==> config.mk <==
export PLATFORM = sky130hd
export DESIGN_NAME = md_unit_iter
export DESIGN_NICKNAME = d
export VERILOG_FILES = /design/src/rtl/md_unit_iter.sv
export SDC_FILE = /design/constraint.sdc
export NUM_CORES = 1
export LEC_CHECK = 0
export CORE_ASPECT_RATIO = 1.5
export CORE_MARGIN = 3
export CORE_UTILIZATION = 59
export DETAILED_ROUTE_END_ITERATION = 7
export PLACE_DENSITY = 0.88
export SLEW_MARGIN = 0
export SYNTH_ARGS = -nofsm -noshare
export SYNTH_HDL_FRONTEND = slang
export SYNTH_SLANG_ARGS = --single-unit
==> constraint.sdc <==
create_clock -name clk -period 4.4 [get_ports clk]
set_input_delay 0.88 -clock clk [delete_from_list [all_inputs] [get_ports clk]]
set_output_delay 0.88 -clock clk [all_outputs]
set_load 0.01 [all_outputs]
==> src/rtl/md_unit_iter.sv <==
`default_nettype none
// ============================================================================
// Module      : md_unit_iter
// Description : Iterative multiply/divide unit with architectural HI/LO.
//               Radix-2 shift-add multiply and restoring divide, one bit per
//               cycle, followed by a single sign-fix cycle. MTHI/MTLO writes
//               abort an operation in flight.
//               Optional macro MD_EARLY_TERM_EN: multiply stops iterating once
//               the remaining multiplier bits are zero.
// Revision    : 1.0 - initial release
// ============================================================================
module md_unit_iter #(
  parameter int WIDTH = 32,
  parameter int CNT_W = $clog2(WIDTH) + 1
) (
  input  logic             clk,
  input  logic             reset,
  input  logic             md_start_E,
  input  logic [1:0]       md_op_E,
  input  logic [WIDTH-1:0] src_a_E,
  input  logic [WIDTH-1:0] src_b_E,
  input  logic             hi_we_E,
  input  logic             lo_we_E,
  input  logic [WIDTH-1:0] hilo_wdata_E,
  output logic             md_run_E,
  output logic             md_done_E,
  output logic [WIDTH-1:0] hi_out,
  output logic [WIDTH-1:0] lo_out
);

  localparam logic [1:0] S_IDLE = 2'd0;
  localparam logic [1:0] S_RUN  = 2'd1;
  localparam logic [1:0] S_FIX  = 2'd2;

  logic [1:0]         state_q, state_d;
  logic [1:0]         op_q, op_d;        // bit1 divide, bit0 signed
  logic [WIDTH-1:0]   a_q, a_d;          // |multiplicand|, or raw dividend for the b=0 result
  logic [WIDTH-1:0]   b_q, b_d;          // |multiplier| (shifted right per step) or |divisor|
  logic               sa_q, sa_d;        // operand a was negative (signed ops only)
  logic               sb_q, sb_d;        // operand b was negative (signed ops only)
  logic [CNT_W-1:0]   cnt_q, cnt_d;
  logic [2*WIDTH-1:0] acc_q, acc_d;      // product, or {remainder, quotient/dividend}
  logic [WIDTH-1:0]   hi_q, hi_d;
  logic [WIDTH-1:0]   lo_q, lo_d;
  logic               done_q, done_d;

  logic               w_write;
  logic               w_abort;
  logic               w_run_last;
  logic               w_neg_a, w_neg_b;
  logic [WIDTH-1:0]   w_mag_a, w_mag_b;
  logic [WIDTH:0]     w_mul_sum;
  logic [2*WIDTH-1:0] w_mul_acc;
  logic               w_div_ge;
  logic [WIDTH-1:0]   w_div_diff;
  logic [2*WIDTH-1:0] w_div_acc;
  logic [2*WIDTH-1:0] w_prod_raw;
  logic [2*WIDTH-1:0] w_prod;
  logic [WIDTH-1:0]   w_res_hi, w_res_lo;

  assign w_write = hi_we_E | lo_we_E;
  assign w_abort = w_write && (state_q != S_IDLE);

  // Operand magnitudes at capture; negation of the most negative value yields
  // the correct unsigned magnitude.
  assign w_neg_a = md_op_E[0] & src_a_E[WIDTH-1];
  assign w_neg_b = md_op_E[0] & src_b_E[WIDTH-1];
  assign w_mag_a = w_neg_a ? -src_a_E : src_a_E;
  assign w_mag_b = w_neg_b ? -src_b_E : src_b_E;

  // Multiply step: add multiplicand into the upper half when the current
  // multiplier bit is set, then shift the whole accumulator right with carry.
  assign w_mul_sum = {1'b0, acc_q[2*WIDTH-1:WIDTH]} + {1'b0, a_q};
  assign w_mul_acc = b_q[0] ? {w_mul_sum, acc_q[WIDTH-1:1]}
                            : {1'b0, acc_q[2*WIDTH-1:1]};

  // Restoring divide step: the shifted partial remainder may need WIDTH+1 bits,
  // but after a successful subtract it always fits WIDTH bits again.
  assign w_div_ge   = acc_q[2*WIDTH-1:WIDTH-1] >= {1'b0, b_q};
  assign w_div_diff = acc_q[2*WIDTH-2:WIDTH-1] - b_q;
  assign w_div_acc  = {(w_div_ge ? w_div_diff : acc_q[2*WIDTH-2:WIDTH-1]),
                       acc_q[WIDTH-2:0], w_div_ge};

`ifdef MD_EARLY_TERM_EN
  // Early exit leaves the product scaled up by the skipped step count.
  assign w_run_last = (cnt_q == CNT_W'(1)) ||
                      (!op_q[1] && (b_q[WIDTH-1:1] == '0));
  assign w_prod_raw = acc_q >> cnt_q;
`else
  assign w_run_last = (cnt_q == CNT_W'(1));
  assign w_prod_raw = acc_q;
`endif

  assign w_prod = (sa_q ^ sb_q) ? -w_prod_raw : w_prod_raw;

  // Sign-corrected result presented to HI/LO during FIX.
  always_comb begin
    w_res_hi = w_prod[2*WIDTH-1:WIDTH];
    w_res_lo = w_prod[WIDTH-1:0];
    if (op_q[1]) begin
      if (b_q == '0) begin
        w_res_hi = a_q;
        w_res_lo = '1;
      end else begin
        w_res_lo = (sa_q ^ sb_q) ? -acc_q[WIDTH-1:0] : acc_q[WIDTH-1:0];
        w_res_hi = sa_q ? -acc_q[2*WIDTH-1:WIDTH] : acc_q[2*WIDTH-1:WIDTH];
      end
    end
  end

  // State register.
  always_ff @(posedge clk) begin
    if (reset) state_q <= S_IDLE;
    else       state_q <= state_d;
  end

  // Next-state logic; any HI/LO write while busy returns to IDLE.
  always_comb begin
    state_d = state_q;
    case (state_q)
      S_IDLE:  if (md_start_E) state_d = S_RUN;
      S_RUN:   if (w_run_last) state_d = S_FIX;
      S_FIX:   state_d = S_IDLE;
      default: state_d = S_IDLE;
    endcase
    if (w_abort) state_d = S_IDLE;
  end

  // Output logic.
  always_comb begin
    md_run_E = (state_q != S_IDLE);
  end

  // Datapath next values: capture, iterate, fix-up, and MTHI/MTLO.
  always_comb begin
    op_d   = op_q;
    a_d    = a_q;
    b_d    = b_q;
    sa_d   = sa_q;
    sb_d   = sb_q;
    cnt_d  = cnt_q;
    acc_d  = acc_q;
    hi_d   = hi_q;
    lo_d   = lo_q;
    done_d = 1'b0;
    case (state_q)
      S_IDLE: begin
        if (md_start_E) begin
          op_d  = md_op_E;
          sa_d  = w_neg_a;
          sb_d  = w_neg_b;
          b_d   = w_mag_b;
          cnt_d = CNT_W'(WIDTH);
          if (md_op_E[1]) begin
            a_d   = src_a_E;
            acc_d = {{WIDTH{1'b0}}, w_mag_a};
          end else begin
            a_d   = w_mag_a;
            acc_d = '0;
          end
        end
      end
      S_RUN: begin
        cnt_d = cnt_q - CNT_W'(1);
        if (op_q[1]) begin
          acc_d = w_div_acc;
        end else begin
          acc_d = w_mul_acc;
          b_d   = b_q >> 1;
        end
      end
      S_FIX: begin
        if (!w_write) begin
          hi_d   = w_res_hi;
          lo_d   = w_res_lo;
          done_d = 1'b1;
        end
      end
      default: ;
    endcase
    if (hi_we_E) hi_d = hilo_wdata_E;
    if (lo_we_E) lo_d = hilo_wdata_E;
  end

  // Datapath registers.
  always_ff @(posedge clk) begin
    if (reset) begin
      op_q   <= '0;
      a_q    <= '0;
      b_q    <= '0;
      sa_q   <= 1'b0;
      sb_q   <= 1'b0;
      cnt_q  <= '0;
      acc_q  <= '0;
      hi_q   <= '0;
      lo_q   <= '0;
      done_q <= 1'b0;
    end else begin
      op_q   <= op_d;
      a_q    <= a_d;
      b_q    <= b_d;
      sa_q   <= sa_d;
      sb_q   <= sb_d;
      cnt_q  <= cnt_d;
      acc_q  <= acc_d;
      hi_q   <= hi_d;
      lo_q   <= lo_d;
      done_q <= done_d;
    end
  end

  assign md_done_E = done_q;
  assign hi_out    = hi_q;
  assign lo_out    = lo_q;

endmodule
`default_nettype wire

; ---- Word-level counts from Yosys, hierarchy flattened
; Index checks and enable logic that the tools add are counted.
[classes]
n_addsub = 8
order_cmp = 1
eq_ne = 8
mux = 31
bitwise_logic = 5
n_reduce_logical = 15
[op_table]
columns = operator, count
row1 = 32-bit 2-to-1 mux, 19
row2 = 64-bit 2-to-1 mux, 4
row3 = 32-bit negation, 4
row4 = 64-bit case mux with 2 select lines, 1
row5 = 64-bit negation, 1
row6 = 32-bit case mux with 2 select lines, 1
row7 = 32-bit by 32-bit adder with 33-bit output, 1
row8 = 33-bit by 32-bit greater-or-equal comparator with 1-bit output, 1
row9 = 32-bit zero test, 1
row10 = 32-bit subtractor, 1
row11 = 6-bit case mux with 2 select lines, 1
row12 = "2-bit inequality test, second input constant", 5
row13 = 2-bit AND reduction, 5
row14 = 2-bit nonzero test, 4
row15 = "6-bit by 1-bit equality test with 1-bit output, second input constant", 1
row16 = 6-bit 2-to-1 mux, 1
row17 = "6-bit by 1-bit subtractor with 6-bit output, second input constant", 1
row18 = 2-bit 2-to-1 mux, 2
row19 = 2-bit case mux with 2 select lines, 1
row20 = 2-bit OR reduction, 2
row21 = 3-bit AND reduction, 1
row22 = 1-bit AND, 2
row23 = "2-bit by 1-bit equality test with 1-bit output, second input constant", 1
row24 = "2-bit equality test, second input constant", 1
row25 = other kinds (6), 6
[word_totals]
ff_bits = 205
input_bits = 103
output_inout_bits = 66
word_cells = 79

; ---- Longest topological paths before layout
; Gate-level depths: netlist of run 1.
[logic_depth]
depth_word = 7
mapped_depth = 14
ltp_nobuf = 13

; ---- Worst setup path after synthesis of run 1
; OpenSTA, ideal clock, no wires.
[synth_timing]
path_kind = input -> register
startpoint = input port src_b_E[4]
endpoint = register b_q[30]
setup_time_ns = 0.095
arrival_ns = 3.172
t_required_ns = 4.305
slack_ns = 1.132
path_stages = 9
n_path_buf = 0
cell_sequence = or4_1 > or4_1 > nor2_1 > and2_1 > nand2_1 > o41ai_2 > o21ai_1 > xnor2_1 > a221oi_1
[synth_between]
elab_chain_cells = 4
[synth_lines]
columns = item, line
row1 = start: declaration, 21  ; input logic [WIDTH-1:0] src_b_E,
row2 = 32-bit negation, 69  ; assign w_mag_b = w_neg_b ? -src_b_E : src_b_E;
row3 = 32-bit 2-to-1 mux, 69
row4 = 32-bit 2-to-1 mux, 148  ; if (md_start_E) begin
row5 = 32-bit case mux with 2 select lines, 146  ; case (state_q)
row6 = end signal: assignment, 190  ; b_q <= '0;
row7 = end signal: assignment, 201  ; b_q <= b_d;
row8 = end: declaration, 38  ; logic [WIDTH-1:0] b_q, b_d;
; Every way passes these cells. The select of a mux whose other input is x is not followed.
; A chain may end at the register's enable or synchronous reset.

; ---- Final worst setup path of run 1
[layout_timing]
startpoint = register acc_q[3]
endpoint = register hi_q[29], in the netlist hi_out[29]
[layout_between]
elab_chain_cells = 6
[layout_lines]
columns = item, line
row1 = start: declaration, 42  ; logic [2*WIDTH-1:0] acc_q, acc_d;
row2 = start signal: assignment, 194  ; acc_q <= '0;
row3 = start signal: assignment, 205  ; acc_q <= acc_d;
row4 = 64-bit negation, 94  ; assign w_prod = (sa_q ^ sb_q) ? -w_prod_raw : w_prod_raw;
row5 = 64-bit 2-to-1 mux, 94
row6 = 32-bit 2-to-1 mux, 100  ; if (op_q[1]) begin
row7 = 32-bit 2-to-1 mux, 173  ; if (!w_write) begin
row8 = 32-bit 2-to-1 mux, 146
row9 = 32-bit 2-to-1 mux, 181  ; if (hi_we_E) hi_d = hilo_wdata_E;
row10 = end signal: assignment, 206  ; hi_q <= hi_d;
row11 = end: declaration, 43  ; logic [WIDTH-1:0] hi_q, hi_d;
; Every way passes these cells. The select of a mux whose other input is x is not followed.

==> results of run 1 <==
==> kinds of logic after synthesis <==
| kind of cell | after synthesis |
|---|---|
| xor+xnor | 211 |
| compound gates | 824 |
| buf+inv | 291 |
| simple gates | 680 |
| fa+ha+maj | 72 |
| flops | 204 |
| mux | 57 |
==> layout make-up <==
cell class | instances | area (sq um)
Tap cell | 385 | 482
Sequential cell | 204 | 4090
Timing Repair Buffer | 223 | 2100
Fill cell | 2350 | 8520
Clock inverter | 14 | 188
Inverter | 101 | 379
Clock buffer | 26 | 576
Multi-Input combinational cell | 1844 | 11900
==> metal layers <==
layer	wire length, um	share of wire, %	vias up	GRT usage, %
met5	0	0	-	0
met4	6420	9.8	0	31.2
met3	5240	8.0	321	7.99
met2	31100	48	1021	67.8
met1	22600	35	8703	44.0
li1	-	-	8639	-
==> critical path, stage by stage (launching register included) <==
cell	delay, ps
dfxtp_1	390
or4_1	590
nor3_1	580
and2_2	350
nor3b_2	340
nand4_1	440
o41ai_2	420
xnor2_1	120
o211ai_2	230
a21oi_2	80
==> final timing paths <==
check	from	to	slack, ps
hold reg to reg	hi_out[6]	hi_out[6]	480
hold / removal	hi_out[6]	hi_out[6]	480
setup / recovery	acc_q[3]	hi_out[29]	690
setup reg to reg	acc_q[3]	hi_out[29]	690
==> metrics by stage <==
stage	cell area (sq um)	utilization [%]	hold slack (ps)	setup slack [ps]	total power, W
after detailed placement	19000	67.1	463	376	0.00423
after global routing	19700	69.8	504	461	0.00653
after floorplan	17100	-	443	1130	0.00351
after CTS	19700	69.8	475	802	0.00621
final	19700	69.8	477	687	0.00628
after global placement	19000	67.1	448	410	0.00421
==> state kept, by name (all words and copies together), names as in the netlist <==
register,cells
lo_out,32
sb_q,1
acc_q,64
cnt_q,6
hi_out,32
op_q,1
state_q,2
b_q,32
a_q,32
sa_q,1
md_done_E,1
==> cell usage in the layout (no fill, tap or decap), types with 59 or more instances in the layout <==
cell type	instances
ha_1	70
xnor2_1	118
clkdlybuf4s50_1	166
a211oi_1	59
o21ai_0	192
xor2_1	91
inv_1	99
a21oi_1	277
nor3_1	64
nor2_1	229
nand2_1	150
dfxtp_1	203
==> where the power goes <==
part | leakage (nW) | internal (W) | switching (W)
clock network | 0.366 | 0.00113 | 0.000866
registers | 1.68 | 0.00197 | 0.000205
logic | 5.58 | 0.000830 | 0.00128
total | 7.63 | 0.00393 | 0.00235
==> flow_summary.toml, run 1 <==
[global_route]
groute.usage.overall_pct = 40.6
grt_pass1_wl_um = 100000
grt_pass1_vias = 18042
grt_max_degree = 129
overflow = 0
antenna_found_initial = 0

[setup_path]
required_ps = 4800
worst_setup_path_end_kind = "register"
cp-start-kind = "register"
arrival_ps = 4110
path_max_fanout = 8
path_class = "reg2reg"
reg2reg_depth = 9

[synthesis]
synth_cell_types = 84
syn_nets = 2514
synth-seq-area-share_pct = 23.9
async_reset_ff_share_pct = 0
netlist_instances = 2339
synthMuxAreaShare_pct = 3.36
ys_ff_latch = 204
synth_top_family_by_area = "compound AO/OA/AOI/OAI gates"
syn-mean-instance-area_sq_um = 7.29
synth_fa_ha_area_share_pct = 5.37
yosys_warnings = 0
synthesis.area_sq_um = 17100
synth_common_cells = "a21oi_1 (278), nor2_1 (231), dfxtp_1 (204), o21ai_0 (193), clkbuf_1 (159)"
synth_area_leaders = "dfxtp_1 (24%), a21oi_1 (8.2%), xnor2_1 (6.1%), o21ai_0 (5.7%), ha_1 (5.1%)"
synth_top_area_share_pct = 23.9
synthFlopType = "dfxtp_1"
synth-compound-area-share_pct = 30.7
synth_edf_count = 0
yosysMostFrequentCell = "a21oi_1"
yosys.area.top_type = "dfxtp_1"
synth_xor_area_share_pct = 10.8
synth-simple-area-share_pct = 19.2

[drt]
vias = 18684
drt.antenna.violating_nets = 0
vias_per_cell = 6.68
drtIter0Drc = 1892
post-route-drc-count = 18
dr.pass1.iters = 8
wire_per_inst_um = 23.4
totalWireLength_um = 65400

[clocking]
numCtsBuffers = 22
cts_sinks = 204
root_buffer = "clkbuf_16"
path_clk_slew_ps = 70
cts.path.max_buffers = 3
cts_tree = "yes"
ctsResizeCount = 0
clk_latency_ps = 560
hold_buffers = 0
ctsHtreeMaxLevel = 1
cts_post_setup_buffers_inserted = 0

[floorplan]
die_h_um = 214
core_sq_um = 28200
die_area_sq_um = 31000
boundaryPins = 169
row_count = 75
fp.dieW_um = 145
start_util_pct = 60.4

[placed_design]
dp.cells = 2757
hpwl_um = 48700
gp_congestion = 1.02
io_buffers = 168

[timing]
worst_slew_pin_slew_ps = 1160
period_minus_slack_ps = 3710
period_share_pct = 84.4
rsz0062_at_grt = "no"
max_slew_margin_pct = 22.8
max_freq_ghz = 0.269
hold_viol_final = 0
fin_setup_tns_ps = 0
report.final.slew_viol_count = 0
setup_viol = 0
skew_ps = 32.6

[status]
status = "finished with violations"
violations = "DRC"

[cells_and_area]
fin_nets = 2571
area_growth_pct = 15.6
fin_cells = 2797
antenna-diode-count = 0
drive_gt1_share_pct = 5.80

[flow_run]
maxCapViolations = 0

[power]
power_density_nw_per_um2 = 318
ir_drop_mv = 0.370
p_leak_nw = 7.63

[worst_hold_path]
whs_path_depth = 2
hold_path.class = "reg2reg"
Note: power is estimated with default switching activity, not from simulation.
==> run 2: changes to the inputs <==
CORE_UTILIZATION = 53   (was 59)
PLACE_DENSITY = 0.84   (was 0.88)
clock period = 3.4 ns   (was 4.4 ns; I/O delays follow)
==> flow_summary.toml, run 2 (synthesized netlist as in run 1, its figures left out) <==
[power]
power_density_nw_per_um2 = 400
p_leak_nw = 8.14
comb_power_share_pct = 36.3
sequentialPowerShare_pct = 33.6
p_clk_share_pct = 30.2
p_int_w = 0.00515
finalPower_w = 0.00820
power.switching_w = 0.00306
ir_drop_mv = 0.425
switching_share_pct = 37.3

[floorplan]
row_count = 79
die_h_um = 226
start_util_pct = 54.4
boundaryPins = 169
die_area_sq_um = 34400
fp.dieW_um = 152
core_sq_um = 31300

[drt]
dr.pass1.iters = 6
vias = 19290
drt.antenna.violating_nets = 0
wire_per_inst_um = 23.9
post-route-drc-count = 0
vias_per_cell = 6.61
totalWireLength_um = 69700
drtIter0Drc = 1814

[placed_design]
hpwl_um = 53500
dp_slack_ps = -132
gp_congestion = 1.06
io_buffers = 168

[cells_and_area]
regMostFlops = "acc_q"
fin_nets = 2678
final_cell_mix = "a21oi_1 (276), nor2_1 (229), dfxtp_1 (202)"
largest_reg_flops = 64
area_growth_pct = 20.3
drive_gt1_share_pct = 9.82
nFillCells = 2752
antenna-diode-count = 0
final_common_cell = "a21oi_1"
final_util_pct = 65.5

[flow_run]
maxCapViolations = 0

[setup_path]
worst_setup_path_end_kind = "register"
path_cells = "ha_1 > a21oi_1 > a211oi_2 > nor3_1 > o311ai_0 > buf_4 > a221o_1 > a21o_1 > xor2_1 > a211o_1 > a32o_1"
crit_family = "compound AO/OA/AOI/OAI gates"
worst_path_largest_cell_delay_ps = 530
cp_slowest_cell = "dfxtp_1"
required_ps = 3830
arrival_ps = 3660
worst-path-buf-inv = 1
cp-start-kind = "register"
path_max_fanout = 8
path_class = "reg2reg"

[timing]
rsz0062_at_grt = "no"
period_minus_slack_ps = 3230
max_slew_margin_pct = 38.3
max_freq_ghz = 0.310
report.final.slew_viol_count = 0
finalWorstSetupSlack_ps = 171
fin_hold_ws_ps = 472
period_share_pct = 95.0
skew_ps = 17.9
setup_viol = 0
worst_slew_pin_slew_ps = 920
hold_viol_final = 0

[global_route]
grt_pass1_wl_um = 106000
grt_max_degree = 94
groute.usage.overall_pct = 38.7
antenna_found_initial = 0
grt_pass1_vias = 18626
overflow = 0

[clocking]
ctsResizeCount = 0
path_clk_slew_ps = 60
cts.path.max_buffers = 3
cts_sinks = 204
root_buffer = "clkbuf_16"
clk_latency_ps = 540
ctsHtreeMaxLevel = 1
cts_tree = "yes"
numCtsBuffers = 22
hold_buffers = 0
cts_post_setup_buffers_inserted = 0

[worst_hold_path]
hold_path.class = "reg2reg"

[status]
status = "complete, no violations"
## run 2: cell types whose count changed in the layout (fill, tap and decap cells not counted), moves of 2 or more
cell,delta
clkinv_2,-4
ha_2,+2
clkbuf_8,+2
ha_1,-2
buf_4,+107
clkinvlp_4,-2
clkbuf_1,+2
## run 2: worst reg2reg max path, stage by stage, from the launching register on
cell	delay, ps
dfxtp_1	530
ha_1	380
a21oi_1	230
a211oi_2	120
nor3_1	310
o311ai_0	160
buf_4	190
a221o_1	290
a21o_1	210
xor2_1	160
a211o_1	310
a32o_1	260
## run 2: layout make-up
type,count,area (sq um),area share [%]
inverters,101,379,1.85
flip-flops and latches,204,4090,19.9
clock buffers,30,611,2.98
clock inverters,6,97.6,0.476
multi-input cells,1844,11900,58.2
repair buffers,330,2900,14.1
well taps,405,507,2.47
## run 2: layer usage
metal  global-route usage [%]  part of all wire (%)  up-vias
li1                         -                     -     8845
met3                     5.04                   7.4      365
met1                     40.6                    33     8995
met2                     66.1                    47     1085
met5                        0                     0        -
met4                     37.8                    13        0
## run 2: stage by stage
step	TNS (ps)	std cells	area (sq um)
2_1_floorplan	0	2339	17100
3_3_place_gp	-124	2884	19800
3_5_place_dp	-313	2884	19800
4_1_cts	0	2920	20500
5_1_grt	0	2920	20500
6_report	0	2920	20500
## run 2: power by group through the flow
stage	combinational (W)	clock, W	sequential, W
6_report	0.00297	0.00247	0.00275
3_3_place_gp	0.00283	0	0.00279
5_1_grt	0.00319	0.00256	0.00276
2_1_floorplan	0.00181	0	0.00274
3_5_place_dp	0.00287	0	0.00279
4_1_cts	0.00289	0.00248	0.00274
## run 2: path summary, 6_finish.rpt
kind                            startpoint         to  slack [ps]  depth (start not counted)
worst max-delay path             acc_q[33]  acc_q[51]         170                         11
worst min-delay path             hi_out[6]  hi_out[6]         470                          2
worst max register to register   acc_q[33]  acc_q[51]         170                         11
worst min register to register   hi_out[6]  hi_out[6]         470                          2
